**src/rtl/hidden_layer_collector.sv**
```systemverilog
// Collects delayed dot-product results, adds bias, saturates and packs a layer vector.
// Define ACT_RELU_EN to clamp negative activations to zero (hidden layers).
module hidden_layer_collector #(
    parameter int NUM_NEURONS = 16,
    parameter int DATA_W      = 16,
    parameter int PIPE_LAT    = 11
) (
    input  logic                          clk,
    input  logic                          reset,
    input  logic                          issue,
    output logic                          issue_ready,
    input  logic [DATA_W-1:0]             bias_in,
    input  logic [DATA_W-1:0]             dot_in,
    output logic [NUM_NEURONS*DATA_W-1:0] layer_out,
    output logic                          layer_valid,
    input  logic                          layer_ready,
    output logic                          sat_flag
);

    localparam int CW = $clog2(NUM_NEURONS + 1);
    localparam int SW = $clog2(NUM_NEURONS);

    typedef enum logic {COLLECT, FULL} state_t;

    state_t              state;
    state_t              state_next;
    logic [CW-1:0]       idx;
    logic [CW-1:0]       inflight;
    logic [CW:0]         occupancy;
    logic [PIPE_LAT-1:0] dl_valid;
    logic [DATA_W-1:0]   dl_bias [PIPE_LAT];
    logic [DATA_W-1:0]   slots [NUM_NEURONS];
    logic                accept;
    logic                tvalid;
    logic                handshake;
    logic                last_slot;
    logic                clipped;
    logic [DATA_W:0]     sum;
    logic [DATA_W-1:0]   sat_val;
    logic [DATA_W-1:0]   act_val;

    assign accept    = issue && issue_ready;
    assign tvalid    = dl_valid[PIPE_LAT-1];
    assign handshake = layer_valid && layer_ready;
    assign last_slot = tvalid && (idx == CW'(NUM_NEURONS - 1));
    assign occupancy = {1'b0, idx} + {1'b0, inflight};

    // Bias travels alongside the issue marker so it meets its own dot result.
    always_ff @(posedge clk) begin
        if (reset) begin
            dl_valid <= '0;
            for (int i = 0; i < PIPE_LAT; i++) dl_bias[i] <= '0;
        end else begin
            dl_valid[0] <= accept;
            dl_bias[0]  <= bias_in;
            for (int i = 1; i < PIPE_LAT; i++) begin
                dl_valid[i] <= dl_valid[i-1];
                dl_bias[i]  <= dl_bias[i-1];
            end
        end
    end

    always_comb begin
        sum     = {dot_in[DATA_W-1], dot_in} + {dl_bias[PIPE_LAT-1][DATA_W-1], dl_bias[PIPE_LAT-1]};
        clipped = (sum[DATA_W] != sum[DATA_W-1]);
        if (clipped)
            sat_val = sum[DATA_W] ? {1'b1, {(DATA_W-1){1'b0}}} : {1'b0, {(DATA_W-1){1'b1}}};
        else
            sat_val = sum[DATA_W-1:0];
`ifdef ACT_RELU_EN
        act_val = sat_val[DATA_W-1] ? '0 : sat_val;
`else
        act_val = sat_val;
`endif
    end

    always_ff @(posedge clk) begin
        if (reset) state <= COLLECT;
        else       state <= state_next;
    end

    always_comb begin
        state_next = state;
        case (state)
            COLLECT: if (last_slot)   state_next = FULL;
            FULL:    if (layer_ready) state_next = COLLECT;
        endcase
    end

    always_comb begin
        layer_valid = (state == FULL);
        issue_ready = (state == COLLECT) && (occupancy < (CW+1)'(NUM_NEURONS));
    end

    // No tap can fire in FULL, so the handshake clear never races a slot write.
    always_ff @(posedge clk) begin
        if (reset) begin
            idx      <= '0;
            inflight <= '0;
            sat_flag <= 1'b0;
            for (int k = 0; k < NUM_NEURONS; k++) slots[k] <= '0;
        end else begin
            if (handshake) begin
                idx      <= '0;
                sat_flag <= 1'b0;
            end else if (tvalid) begin
                slots[idx[SW-1:0]] <= act_val;
                idx                <= idx + CW'(1);
                if (clipped) sat_flag <= 1'b1;
            end
            case ({accept, tvalid})
                2'b10:   inflight <= inflight + CW'(1);
                2'b01:   inflight <= inflight - CW'(1);
                default: inflight <= inflight;
            endcase
        end
    end

    for (genvar k = 0; k < NUM_NEURONS; k++) begin : g_pack
        assign layer_out[k*DATA_W +: DATA_W] = slots[k];
    end

endmodule

```
**config.mk**
```make
export PLATFORM = sky130hd
export DESIGN_NAME = hidden_layer_collector
export DESIGN_NICKNAME = d
export VERILOG_FILES = /design/src/rtl/hidden_layer_collector.sv
export SDC_FILE = /design/constraint.sdc
export NUM_CORES = 1
export LEC_CHECK = 0
export ABC_AREA = 1
export BUFFER_PORTS_ARGS = -buffer_cell sky130_fd_sc_hd__buf_2
export CORE_ASPECT_RATIO = 1.1
export CORE_MARGIN = 1
export CORE_UTILIZATION = 50
export CTS_BUF_LIST = sky130_fd_sc_hd__clkbuf_8
export DETAILED_ROUTE_END_ITERATION = 10
export GPL_TIMING_DRIVEN = 1
export MAX_ROUTING_LAYER = met4
export PLACE_DENSITY_LB_ADDON = 0.12
export SLEW_MARGIN = 5
export SYNTH_ARGS = -nofsm -noshare
export SYNTH_HDL_FRONTEND = slang
export SYNTH_SLANG_ARGS = --single-unit
export TNS_END_PERCENT = 20
```
**constraint.sdc**
```tcl
create_clock -name clk -period 3.19 [get_ports clk]
set_input_delay 0.638 -clock clk [delete_from_list [all_inputs] [get_ports clk]]
set_output_delay 0.638 -clock clk [all_outputs]
set_load 0.02 [all_outputs]
```
=== Word level (Yosys, flattened, before mapping) ===
Memories as Yosys holds them, arrays and structs flattened.
Index checks and enable logic that the tools add are counted.

* Bits of input ports: 36
* Memories kept: 2
* Bits in writable memories: 432
* Register bits after elaboration: 23

* Add/sub/neg operators: 5
* Order comparisons: 1
* Multiplexer cells: 27
* Equal/unequal tests: 4
* Bitwise gates (word level): 12
* Reductions and logical operators: 8

{| class="wikitable"
|+ Memories
! name !! depth !! width !! read ports !! clocked after Yosys merged registers in !! write ports !! RTL line !! RTL
|-
| slots || 16 || 16 || 16 || 0 || 16 || 32 || <nowiki>logic [DATA_W-1:0] slots [NUM_NEURONS];</nowiki>
|-
| dl_bias || 11 || 16 || 11 || 0 || 11 || 31 || <nowiki>logic [DATA_W-1:0] dl_bias [PIPE_LAT];</nowiki>
|}

{| class="wikitable"
|+ Operators with widths
! kind !! number
|-
| 16-bit two-way mux || 14
|-
| 16-bit by 16-bit adder with 17-bit output || 1
|-
| 16-bit OR reduction || 1
|-
| 1-bit bitwise OR || 11
|-
| 5-bit by 1-bit adder with 5-bit output (second input constant) || 2
|-
| 1-bit two-way mux || 10
|-
| 5-bit case mux with 2 select lines || 1
|-
| 5-bit by 5-bit adder with 6-bit output || 1
|-
| 6-bit by 5-bit less-than comparator with 1-bit output (second input constant) || 1
|-
| 5-bit by 4-bit equality test with 1-bit output (second input constant) || 1
|-
| 5-bit by 1-bit subtractor with 5-bit output (second input constant) || 1
|-
| 1-bit logical AND || 4
|-
| 4-bit two-way mux || 1
|-
| 2-bit by 1-bit equality test with 1-bit output (second input constant) || 1
|-
| 2-bit equality test (second input constant) || 1
|-
| 1-bit case mux with 2 select lines || 1
|-
| 2-bit AND reduction || 1
|-
| 2-bit nonzero test || 1
|-
| 2-bit OR reduction || 1
|-
| 1-bit inequality test || 1
|-
| 1-bit inverter || 1
|}

=== Longest topological paths before layout ===
* Depth in word-level cells: 6
* Depth in mapped cells: 16
* Gate-level depth less buffers: 14

=== Worst setup path before layout ===
No wires, ideal clock.

* Kind: input to register
* Start: input dot_in[0]
* End: memory slots[7][0], data pin
* Library setup time: 0.271 ns
* Path slack: 0.532 ns
* Arrival: 2.386 ns
* Required time: 2.919 ns
* Buffers on the path: 3
* Stages on the path: 15
* Cell sequence: ha_1 > fa_1 > nand2_1 > nand2_1 > nand3_1 > nand2_1 > nand2_2 > nand2_2 > nand2_2 > nand2_4 > nand2_2 > buf_6 > buf_6 > buf_6 > a21oi_2

{| class="wikitable"
|+ RTL lines
! item !! RTL line !! RTL
|-
| start: declaration || 13 || <nowiki>input logic [DATA_W-1:0] dot_in,</nowiki>
|-
| end: declaration || 32 ||
|}

=== Worst setup path after layout ===
* Start: register idx[1]
* End: register inflight[3]

* Longest elaborated chain between the ends: 6
* Elaborated cells on any way between the ends: 8
* Those cells by class: 1 x add/sub; 1 x order compare; 2 x eq/ne; 1 x mux; 3 x reduce/logical

{| class="wikitable"
|+ Ends and longest elaborated chain
! item !! RTL line !! RTL
|-
| start: declaration || 27 || <nowiki>logic [CW-1:0] idx;</nowiki>
|-
| start signal: assignment || 108 || <nowiki>idx <= idx + CW'(1);</nowiki>
|-
| 5-bit by 5-bit adder with 6-bit output * || 46 || <nowiki>assign occupancy = {1'b0, idx} + {1'b0, inflight};</nowiki>
|-
| 6-bit by 5-bit less-than comparator with 1-bit output * || 92 || <nowiki>issue_ready = (state == COLLECT) && (occupancy < (CW+1)'(NUM_NEURONS));</nowiki>
|-
| 1-bit logical AND * || 92 ||
|-
| 1-bit logical AND * || 42 || <nowiki>assign accept = issue && issue_ready;</nowiki>
|-
| 2-bit by 1-bit equality test with 1-bit output / 2-bit equality test (equally long branches) || 111 || <nowiki>case ({accept, tvalid})</nowiki>
|-
| 5-bit case mux with 2 select lines / 2-bit nonzero test (equally long branches) || - ||
|-
| end signal: assignment || 112 || <nowiki>2'b10: inflight <= inflight + CW'(1);</nowiki>
|-
| end signal: assignment || 113 || <nowiki>2'b01: inflight <= inflight - CW'(1);</nowiki>
|-
| end signal: assignment || 114 || <nowiki>default: inflight <= inflight;</nowiki>
|-
| end: declaration || 28 || <nowiki>logic [CW-1:0] inflight;</nowiki>
|}

Mark *: on every way between the ends. The rest lies on a longest branch, timed or not.
A chain may end at the register's enable or synchronous reset.

==> metrics <==
CTS Root Cell=clkbuf_8; metal3 WL=2.796 mm; fin crit share=89.52%; Post-synth EDFFs=256; Mapped Area=16,860 sq um; post-route ant nets=0; post-cts sizing count=0; status=complete, no violations; layout cells sized above 1=29.63%; post-synth top area cell=edfxtp_1; Period minus WS final=2.856 ns; pre-CTS setup slack=0.1202 ns; DRT met1 WL=14.74 mm; Area Overhead vs Synth=20.22%; Die Height=194.6 um; CP required=3.68 ns; Hold/Removal Path Class=input pin to flip-flop; dpl cells=2,183; share of the synthesized area in the top cell type=45.61%; Setup CP Type=flip-flop to flip-flop; max cap viols=0; DRC=0; Via density=4.802; H-tree depth=3; Final WS setup=0.3342 ns; grt total ovfl=0; Fillers=2,778; first-pass iteration count of the detailed router=5; WL met2=19.99 mm; initial antenna violation count=0; Syn Inst Count=1,486; sequential power share=54.3%; per-cell routed wire length=16.70 um; top cells by count, synth=309 x nor2_1, 256 x edfxtp_1, 234 x inv_1; Final nets=1,891; final core occ=61.05%; FFs w/ async S/R, synth=0%; cts bufs inserted=71; critical-path maximum fanout=5; post-CTS setup buffers=0; element type at the critical path start=flip-flop; final setup fails=0; NetSw=2.819 mW; Fmax=350.2 MHz; port bufs=294; Layout Cells excl Fill=2,312; FP Rows=70; DIE WIDTH=177.1 um; Initial DRC Count=805; vias in the first global route=10,610; PD cells=579.2 nW/um^2; Leak Pwr=8.724 nW; Hold Vio Cnt, Final=0; GRT Overall Usage=23.08%; Routed WL=38.60 mm; starting density of the core=50.78%; Synth area leaders=edfxtp_1 46%, dfxtp_1 24%, nor2_1 6.9%, inv_1 5.2%, a21oi_2 4.8%; Clock Sinks=455; TritonCTS clock tree=yes; hold-fix buffer count after cts=0; ys flop type=edfxtp_1; top sig layer=met4; synthesized flop and latch total=455; clock latency on the worst-skew pair=0.60 ns; first-pass GRT wire length=57.65 mm; top-count cell post-synth=nor2_1; largest net degree at the start of global routing=191; worst slew pin tran=0.8104 ns; core region area=33,190 sq um; Post-Syn Nets=1,553; Reg clk slew, reported paths=0.06 ns; clock power share=39.1%; diode count=0; synthesized area per cell=11.34 sq um; worst-case hold slack=0.2475 ns; final setup TNS=0 ns; endpoint type of the worst setup path=flip-flop; gp weighted congestion=0.8353; IO Pins=295; Int Power=8.919 mW; CP arrival=3.35 ns; Syn. warnings=0; fin. max-slew vios=0; DIE AREA=34,450 sq um; combinational power share=6.6%; RSZ-0062 raised after global routing=no; Synth cell types=36; placed wire-length estimate=26.13 mm; Final Skew=0.02521 ns; worst vdd ir=0.0003863 V; sw frac=24.01%; post-synthesis sequential area ratio=69.24%; Slew Limit Headroom=45.84%; DR vias=11,100; CTS Buffer Depth=3
[routing by layer]
metal	track usage [%]	vias up
met1	25.84	5225
li1	-	5418
met4	9.451	0
met5	-	-
met3	4.538	62
met2	39.93	398
[worst max-delay path: stages (launching register included)]
cell      delay, ns
dfxtp_1        0.41
ha_1           0.26
a31o_2         0.24
a21oi_1        0.13
o21a_1         0.23
nand2_1        0.16
ha_1           0.30
ha_1           0.36
nand2_1        0.09
nor2_1         0.04
a211oi_1       0.24
xnor2_1        0.10
o21ai_0        0.14
inv_1          0.05
[sequential cells by signal, indices dropped and copies added, names as in the netlist]
| register | flops |
|---|---|
| sat_flag | 1 |
| dl_valid | 11 |
| inflight | 5 |
| layer_valid | 1 |
| idx | 5 |
| dl_bias | 176 |
| slots | 256 |
[layout make-up]
| type | instances | area [sq um] | area share (%) |
|---|---|---|---|
| inverter | 238 | 893.4 | 4.409 |
| multi-input combinational | 720 | 3847 | 18.99 |
| clock buffer | 76 | 1046 | 5.162 |
| clock inverter | 53 | 299.0 | 1.476 |
| tap | 432 | 540.5 | 2.667 |
| timing repair buffer | 338 | 1967 | 9.706 |
| sequential | 455 | 11670 | 57.59 |
[power by group through the flow]
| stage | clock network, mW | logic [mW] | registers, mW |
|---|---|---|---|
| after floorplan | 0 | 0.322 | 6.65 |
| after global placement | 0 | 0.778 | 6.50 |
| after detailed placement | 0 | 0.785 | 6.51 |
| after CTS | 4.69 | 0.787 | 6.38 |
| after global routing | 4.96 | 0.825 | 6.39 |
| final | 4.58 | 0.774 | 6.38 |
[per-stage QoR]
step / area [sq um] / power, mW
3_3_place_gp: 18920 / 7.282
3_5_place_dp: 18920 / 7.291
2_1_floorplan: 16860 / 6.967
5_1_grt: 20260 / 12.17
4_1_cts: 20260 / 11.86
6_report: 20260 / 11.74
[cell families (layout without fill, tap and decap cells)]
| group | Yosys count | in the layout | synth area share [%] |
|---|---|---|---|
| buf+inv | 311 | 705 | 8.017 |
| compound gates | 192 | 192 | 8.039 |
| simple gates | 485 | 485 | 11.69 |
| xor+xnor | 12 | 12 | 0.6235 |
| fa+ha+maj | 31 | 31 | 2.390 |
| flops | 455 | 455 | 69.24 |
[worst paths after layout]
| check | from | to | slack (ns) | cells past startpoint |
|---|---|---|---|---|
| worst max-delay path | idx[1] | inflight[3] | 0.33 | 13 |
| worst min-delay path | bias_in[14] | dl_bias[0][14] | 0.25 | 3 |
| worst max register to register | idx[1] | inflight[3] | 0.33 | 13 |
| worst min register to register | dl_bias[2][14] | dl_bias[3][14] | 0.38 | 2 |
[cells in the final DEF (no fill, tap or decap), types with 2 or more instances in the layout]
master      instances
a21oi_2            93
o21a_1              2
xnor2_1             4
nor2_2              3
clkbuf_8           76
clkinv_2            8
fa_1                2
nand2_2            14
a211oi_1            2
nor2_1            309
a21oi_1            84
clkinv_1            9
inv_6               2
dfxtp_1           199
nor3_1              4
a21oi_4             2
inv_2               3
nand3_1            17
ha_1               29
edfxtp_1          256
nand2_4             7
buf_2             293
bufinv_16           2
o21bai_1            2
buf_12             13
buf_4              32
xor2_1              8
inv_1             261
nand4_1             3
nand2_1           122
o21ai_0             5
clkinvlp_4          4
(Power assumes the default switching activity.)
